==> config.mk <==
export PLATFORM = sky130hd
export DESIGN_NAME = i2c_slave_core
export DESIGN_NICKNAME = d
export VERILOG_FILES = /design/src/rtl/i2c_slave_core.sv
export SDC_FILE = /design/constraint.sdc
export NUM_CORES = 1
export LEC_CHECK = 0
export BUFFER_PORTS_ARGS = -buffer_cell sky130_fd_sc_hd__clkbuf_2
export CORE_MARGIN = 3
export CORE_UTILIZATION = 35
export DETAILED_ROUTE_END_ITERATION = 6
export GPL_TIMING_DRIVEN = 0
export HOLD_SLACK_MARGIN = 0.05
export MAX_ROUTING_LAYER = met4
export PLACE_DENSITY_LB_ADDON = 0.05
export SLEW_MARGIN = 30
export SYNTH_ARGS = -nofsm -noshare
export SYNTH_HDL_FRONTEND = slang
export SYNTH_SLANG_ARGS = --single-unit
==> constraint.sdc <==
create_clock -name wb_clk_i -period 2.86 [get_ports wb_clk_i]
set_input_delay 0.286 -clock wb_clk_i [delete_from_list [all_inputs] [get_ports wb_clk_i]]
set_output_delay 0.286 -clock wb_clk_i [all_outputs]
set_load 0.05 [all_outputs]
==> src/rtl/i2c_slave_core.sv <==
// I2C target responder: oversampled, glitch-filtered SCL/SDA front end feeding a
// byte-level FSM that ACKs a fixed 7-bit address and runs write (rx) or read (tx) transfers.
module i2c_slave_core #(
    parameter logic [6:0] SLAVE_ADDR = 7'h50,
    parameter int         FILTER_LEN = 3
) (
    input  logic       wb_clk_i,
    input  logic       arst_i,
    input  logic       scl_pad_i,
    input  logic       sda_pad_i,
    output logic       sda_pad_o,
    output logic       sda_padoen_o,
    output logic [7:0] rx_data,
    output logic       rx_valid,
    output logic       tx_req,
    input  logic [7:0] tx_data,
    output logic       busy,
    output logic       addr_match,
    output logic [2:0] state_dbg
);

    typedef enum logic [2:0] {
        ST_IDLE      = 3'd0,
        ST_ADDR      = 3'd1,
        ST_ADDR_ACK  = 3'd2,
        ST_RX_BYTE   = 3'd3,
        ST_RX_ACK    = 3'd4,
        ST_TX_BYTE   = 3'd5,
        ST_TX_ACK    = 3'd6,
        ST_WAIT_STOP = 3'd7
    } state_t;

    localparam logic [2:0] FILT_LAST = 3'(FILTER_LEN - 1);

    logic       scl_s1, scl_s2, sda_s1, sda_s2;
    logic [2:0] scl_cnt, sda_cnt;
    logic       scl_f, sda_f, scl_d, sda_d;
    logic       scl_rise, scl_fall, sda_rise, sda_fall;
    logic       start_det, stop_det;

    state_t     state;
    logic [7:0] shreg;
    logic [2:0] bit_cnt;
    logic       rw;
    logic       ack_phase;

    assign sda_pad_o = 1'b0;
    assign state_dbg = state;

    // A filtered level flips only after FILTER_LEN consecutive disagreeing samples.
    always_ff @(posedge wb_clk_i or negedge arst_i) begin
        if (!arst_i) begin
            scl_s1  <= 1'b1;
            scl_s2  <= 1'b1;
            sda_s1  <= 1'b1;
            sda_s2  <= 1'b1;
            scl_cnt <= 3'd0;
            sda_cnt <= 3'd0;
            scl_f   <= 1'b1;
            sda_f   <= 1'b1;
            scl_d   <= 1'b1;
            sda_d   <= 1'b1;
        end else begin
            scl_s1 <= scl_pad_i;
            scl_s2 <= scl_s1;
            sda_s1 <= sda_pad_i;
            sda_s2 <= sda_s1;
            scl_d  <= scl_f;
            sda_d  <= sda_f;

            if (scl_s2 == scl_f) begin
                scl_cnt <= 3'd0;
            end else if (scl_cnt == FILT_LAST) begin
                scl_f   <= scl_s2;
                scl_cnt <= 3'd0;
            end else begin
                scl_cnt <= scl_cnt + 3'd1;
            end

            if (sda_s2 == sda_f) begin
                sda_cnt <= 3'd0;
            end else if (sda_cnt == FILT_LAST) begin
                sda_f   <= sda_s2;
                sda_cnt <= 3'd0;
            end else begin
                sda_cnt <= sda_cnt + 3'd1;
            end
        end
    end

    assign scl_rise  = scl_f & ~scl_d;
    assign scl_fall  = ~scl_f & scl_d;
    assign sda_rise  = sda_f & ~sda_d;
    assign sda_fall  = ~sda_f & sda_d;
    assign start_det = sda_fall & scl_f;
    assign stop_det  = sda_rise & scl_f;

    always_ff @(posedge wb_clk_i or negedge arst_i) begin
        if (!arst_i) begin
            state        <= ST_IDLE;
            shreg        <= 8'h00;
            bit_cnt      <= 3'd0;
            rw           <= 1'b0;
            ack_phase    <= 1'b0;
            sda_padoen_o <= 1'b1;
            rx_data      <= 8'h00;
            rx_valid     <= 1'b0;
            tx_req       <= 1'b0;
            busy         <= 1'b0;
            addr_match   <= 1'b0;
        end else begin
            rx_valid <= 1'b0;
            tx_req   <= 1'b0;
            // The transmit byte is captured in the same cycle the request strobe is high.
            if (tx_req) begin
                shreg <= tx_data;
            end

            if (start_det) begin
                state        <= ST_ADDR;
                bit_cnt      <= 3'd0;
                sda_padoen_o <= 1'b1;
                busy         <= 1'b1;
                addr_match   <= 1'b0;
            end else if (stop_det) begin
                state        <= ST_IDLE;
                sda_padoen_o <= 1'b1;
                busy         <= 1'b0;
                addr_match   <= 1'b0;
            end else begin
                case (state)
                    ST_IDLE: begin
                        sda_padoen_o <= 1'b1;
                    end
                    ST_ADDR: begin
                        if (scl_rise) begin
                            shreg <= {shreg[6:0], sda_f};
                            if (bit_cnt == 3'd7) begin
                                bit_cnt <= 3'd0;
                                if (shreg[6:0] == SLAVE_ADDR) begin
                                    state     <= ST_ADDR_ACK;
                                    rw        <= sda_f;
                                    tx_req    <= sda_f;
                                    ack_phase <= 1'b0;
                                end else begin
                                    state <= ST_WAIT_STOP;
                                end
                            end else begin
                                bit_cnt <= bit_cnt + 3'd1;
                            end
                        end
                    end
                    ST_ADDR_ACK: begin
                        if (scl_fall) begin
                            bit_cnt <= 3'd0;
                            if (!ack_phase) begin
                                sda_padoen_o <= 1'b0;
                                addr_match   <= 1'b1;
                                ack_phase    <= 1'b1;
                            end else if (rw) begin
                                sda_padoen_o <= shreg[7];
                                state        <= ST_TX_BYTE;
                            end else begin
                                sda_padoen_o <= 1'b1;
                                state        <= ST_RX_BYTE;
                            end
                        end
                    end
                    ST_RX_BYTE: begin
                        if (scl_rise) begin
                            shreg <= {shreg[6:0], sda_f};
                            if (bit_cnt == 3'd7) begin
                                bit_cnt   <= 3'd0;
                                rx_data   <= {shreg[6:0], sda_f};
                                rx_valid  <= 1'b1;
                                ack_phase <= 1'b0;
                                state     <= ST_RX_ACK;
                            end else begin
                                bit_cnt <= bit_cnt + 3'd1;
                            end
                        end
                    end
                    ST_RX_ACK: begin
                        if (scl_fall) begin
                            if (!ack_phase) begin
                                sda_padoen_o <= 1'b0;
                                ack_phase    <= 1'b1;
                            end else begin
                                sda_padoen_o <= 1'b1;
                                bit_cnt      <= 3'd0;
                                state        <= ST_RX_BYTE;
                            end
                        end
                    end
                    ST_TX_BYTE: begin
                        if (scl_fall) begin
                            if (bit_cnt == 3'd7) begin
                                sda_padoen_o <= 1'b1;
                                bit_cnt      <= 3'd0;
                                ack_phase    <= 1'b0;
                                state        <= ST_TX_ACK;
                            end else begin
                                sda_padoen_o <= shreg[6];
                                shreg        <= {shreg[6:0], 1'b0};
                                bit_cnt      <= bit_cnt + 3'd1;
                            end
                        end
                    end
                    ST_TX_ACK: begin
                        if (scl_rise) begin
                            if (!sda_f) begin
                                tx_req    <= 1'b1;
                                ack_phase <= 1'b1;
                            end else begin
                                sda_padoen_o <= 1'b1;
                                state        <= ST_WAIT_STOP;
                            end
                        end else if (scl_fall && ack_phase) begin
                            sda_padoen_o <= shreg[7];
                            bit_cnt      <= 3'd0;
                            state        <= ST_TX_BYTE;
                        end
                    end
                    ST_WAIT_STOP: begin
                        sda_padoen_o <= 1'b1;
                    end
                    default: begin
                        state        <= ST_IDLE;
                        sda_padoen_o <= 1'b1;
                    end
                endcase
            end
        end
    end

endmodule

==> results.txt <==
* Clock slew at reported path FFs: 0.09 ns
- Of the total power, the clock network draws between 10% and 20%.
- The endpoint identified for the worst register-to-register timing path is state_dbg[0].
- In the routed design, unresolved DRC markers number 0.
- Gr usage total: between 10% and 20%
- After synthesis, the netlist uses 51 different library cells.
- Across all hold checks on the routed design, the worst slack comes to 0.275 ns.
* Internal power of the cells: 0.00153 W
- Number of global-route vias before repair: 1677
- Worst reg2reg path startpoint: sda_d
- CTS built an H-tree with a depth of 2.
- Relative contribution of combinational cells to total power: 44.9%
- Most common cell after layout, fill and taps aside: dfrtp_1
- Clock sink count: 43
- In this run the register-to-register setup slack is 0.77 ns.
- Pin placement for this block handled 29 I/O pins.
- When the netlist entered floorplanning its net count stood at approximately 230.
- Static Leak: 1.14 nW
* Growth of design area from synthesis to finish: 17.3%
* Final Critical Period: 2.09 ns
* Number of failing hold endpoints at the final stage: 0
- Last weighted congestion value of the routability-driven placer: around 0.83
- Final worst-path cycle share: 73.0%
* Number of buffers and inverters on the critical path: 1
* Die span in y: 85.4 um
- Core Rows: 28
- The largest single stage delay on the critical path is 0.52 ns.
- Synth Instances: 217
- The Yosys step of the flow raised 0 warnings.
- Pwr per Cell Area: 1040 mW/mm2
- The startpoint identified for the worst hold timing path is tx_data[3].
- Nets: 269
- Placeable core area: approximately 0.006 mm2
* TritonCTS clock tree: yes
* Leading cell types in the layout, fill and taps excluded: dfrtp_1, nor2_1, clkbuf_2
- Setup total negative slack on the finished layout was measured at 0 ns.
- Worst-Skew Late Latency: 0.30 ns
* Wire length of the first global-routing pass: 8540 um
- Maximum number of pins on one net before global-route repair: 44
- Setup violations remaining at the end of the flow were counted as 0.
- TritonCTS created 5 clock buffers.
* Worst-path fanout max: 9
- The number of antenna violations at the first check in global routing is 0.
- The worst setup path is captured at a register.
- Count of port buffers added during placement: 27
- After synthesis, the mean cell area works out to about 10 um2.
* Max-Slew Margin vs Limit: 58.5%
- N_diodes: 0
- The clock passes through at most 2 buffers.
* Unrepaired setup endpoints after global routing: no
- Across the run, the number of max-cap violations was 0.
* Sequential share of power: a little over a third
* Worst Max-Slew Pin Slew: 0.622 ns
- Traced cell by cell, the critical path runs through buf_2, xor2_2, nand2_2, a311oi_2, mux2_2.
* Path type of the worst setup path: reg2reg
- Outcome: complete, no violations
- Total number of vias: ~1700
- The number of cells on the worst reg-to-reg path is 5.
* Seq/Total Area, Yosys: about half
- Share of post-route cells with drive strength above 1: 26.7%
- Post-synthesis register bit count: 43
* PostCTS Resize Cnt: 0
- Worst Hold Depth: 3
- After detailed routing, the total wire length is 5060 um.
- Die boundary width: 85.4 um
* Detailed-placement wirelength estimate: 3570 um
* Grt total ovfl: 0
* Highest ir drop seen on vdd: 473 uV
* Global-route track usage on met1: 21.5%
- Number of detailed-route iterations in the first pass: 4
- Data arrival time of the worst path: 2.28 ns
- The floorplan step defined a die boundary enclosing 0.00729 mm2.
- Switching portion of total power: 42.8%
- Worst endpoint required time: 3.05 ns
* Slowest-stage cell, CP: dfstp_2
* Combined area of all synthesized cells: between 0.002 and 0.0025 mm2
- STA classifies the critical path startpoint as a register.
* Avg Vias per Cell: 5.13
- For this design the total switching power over the nets is between 0.001 and 0.0015 W.
- The number of max-slew violations in the final report was 0.
- In this run the worst hold path is classified as in2reg.
- Static timing analysis puts the maximum clock frequency at ~0.48 GHz.
- After detailed routing, the average wire length per cell comes to 15.3 um.
* Cell type group with the largest total delay on the critical path: flip-flops
- Clock tree skew after final layout: 0.00759 ns
- In this run the most used layer during global routing was met2.
- For this block, the initial DRC count from the detailed router was 105.
- Global routing consumed, on the met3 layer, 2.82% of the routing resources.
* Clock root buffer master: clkbuf_8
- The count of nets left with antenna violations once routing finished came out at 0.
- Global routing consumed, on the met2 layer, 21.8% of the routing resources.
- Starting Density: 36.6%
- Endpoint, Worst Hold: shreg[3]
[power by group through the flow]
stage                     registers, W  logic [W]  clock network (W)
after global routing          0.000990    0.00134           0.000564
final                         0.000960    0.00120           0.000518
after global placement        0.000970    0.00122                  0
after CTS                     0.000960    0.00121           0.000538
after detailed placement      0.000973    0.00120                  0
after floorplan                0.00106   0.000802                  0
[synth_stat cells (all sizes together)]
library cell  count  area (um2)
a211oi            1        7.51
a21oi            12        60.1
a221oi            1        8.76
a2bb2oi           1        8.76
a311oi            1        15.0
a31oi             2        12.5
a32o              1        10.0
a32oi             1        8.76
a41oi             1        8.76
and2              3        18.8
and3              3        18.8
and4bb            1        12.5
buf               9        46.3
clkbuf            3        11.3
conb              1        3.75
dfrtp            34         851
dfstp             9         236
ha                3        37.5
inv               4        15.0
mux2             12         135
mux2i            11         110
nand2            12        47.6
nand2b            5        31.3
nand3             5        25.0
nand3b            3        22.5
nand4b            2        17.5
nor2             26        97.6
nor2b             7        43.8
nor3              7        35.0
nor3b             1        7.51
nor4              1        6.26
o2111ai           1        8.76
o21a              1        7.51
o21ai            13        65.1
o221ai            1        8.76
o22ai             1        6.26
o2bb2ai           1        8.76
o311ai            1        8.76
o31a              1        8.76
o31ai             1        7.51
o32ai             1        8.76
or2               1        6.26
or3               5        31.3
xnor2             3        26.3
xor2              3        33.8
[through the flow]
stage / instances / utilization [%] / worst slack [ns] / cell area [um2] / total power (W)
global placement: 319 / 40.4 / 0.736 / 2440 / 0.00219
global route: 330 / 43.0 / 0.649 / 2590 / 0.00289
CTS: 330 / 43.0 / 0.772 / 2590 / 0.00271
floorplan: 217 / - / 0.776 / 2210 / 0.00187
detailed placement: 319 / 40.5 / 0.792 / 2440 / 0.00217
finish: 330 / 43.0 / 0.773 / 2590 / 0.00268
[cell families after synthesis]
kind of cell / after synthesis / share of synthesized area [%]
AO/OA/AOI/OAI: 43 / 12.6
flip-flops: 43 / 49.3
buffers and inverters: 16 / 3.29
XOR/XNOR: 6 / 2.72
multiplexers: 23 / 11.1
other: 1 / 0.170
adder cells (fa/ha/maj): 3 / 1.70
AND/OR/NAND/NOR: 82 / 19.1
[flip-flops by register name, indices dropped and copies added (netlist names), 3 cells and up]
name / cells
sda_cnt: 3
state_dbg: 3
scl_cnt: 3
rx_data: 8
bit_cnt: 3
shreg: 8
[layout make-up]
cell class	instances	area, um2
well taps	75	93.8
fillers	616	3440
clock buffers	6	82.6
multi-input cells	158	1050
flip-flops and latches	43	1090
clock inverters	2	38.8
repair buffers	30	168
plain buffers	12	57.6
inverters	4	15.0
[metal layers]
layer	wire [um]	up-vias
li1	-	840
met1	2500	804
met2	2250	36
met3	177	12
met4	127	0
met5	0	-
[worst max path at each step]
stage,slack [ns],startpoint,endpoint,cells past startpoint
global placement,0.74,sda_d,state_dbg[0],5
floorplan,0.78,state_dbg[0],state_dbg[0],5
CTS,0.77,sda_d,state_dbg[0],5
finish,0.77,sda_d,state_dbg[0],5
detailed placement,0.79,sda_d,state_dbg[0],5
global route,0.65,sda_d,state_dbg[0],5
[worst register-to-register path, cell delays in order, from the launching register on]
cell,delay [ns]
dfstp_2,0.52
buf_2,0.19
xor2_2,0.26
nand2_2,0.19
a311oi_2,0.42
mux2_2,0.40
[timing repair]
action                                 in CTS  in global routing
endpoints found under the hold margin      36                  0
setup buffers                               0                  0
hold buffers                                3                  0
Note: power is estimated with default switching activity, not from simulation.
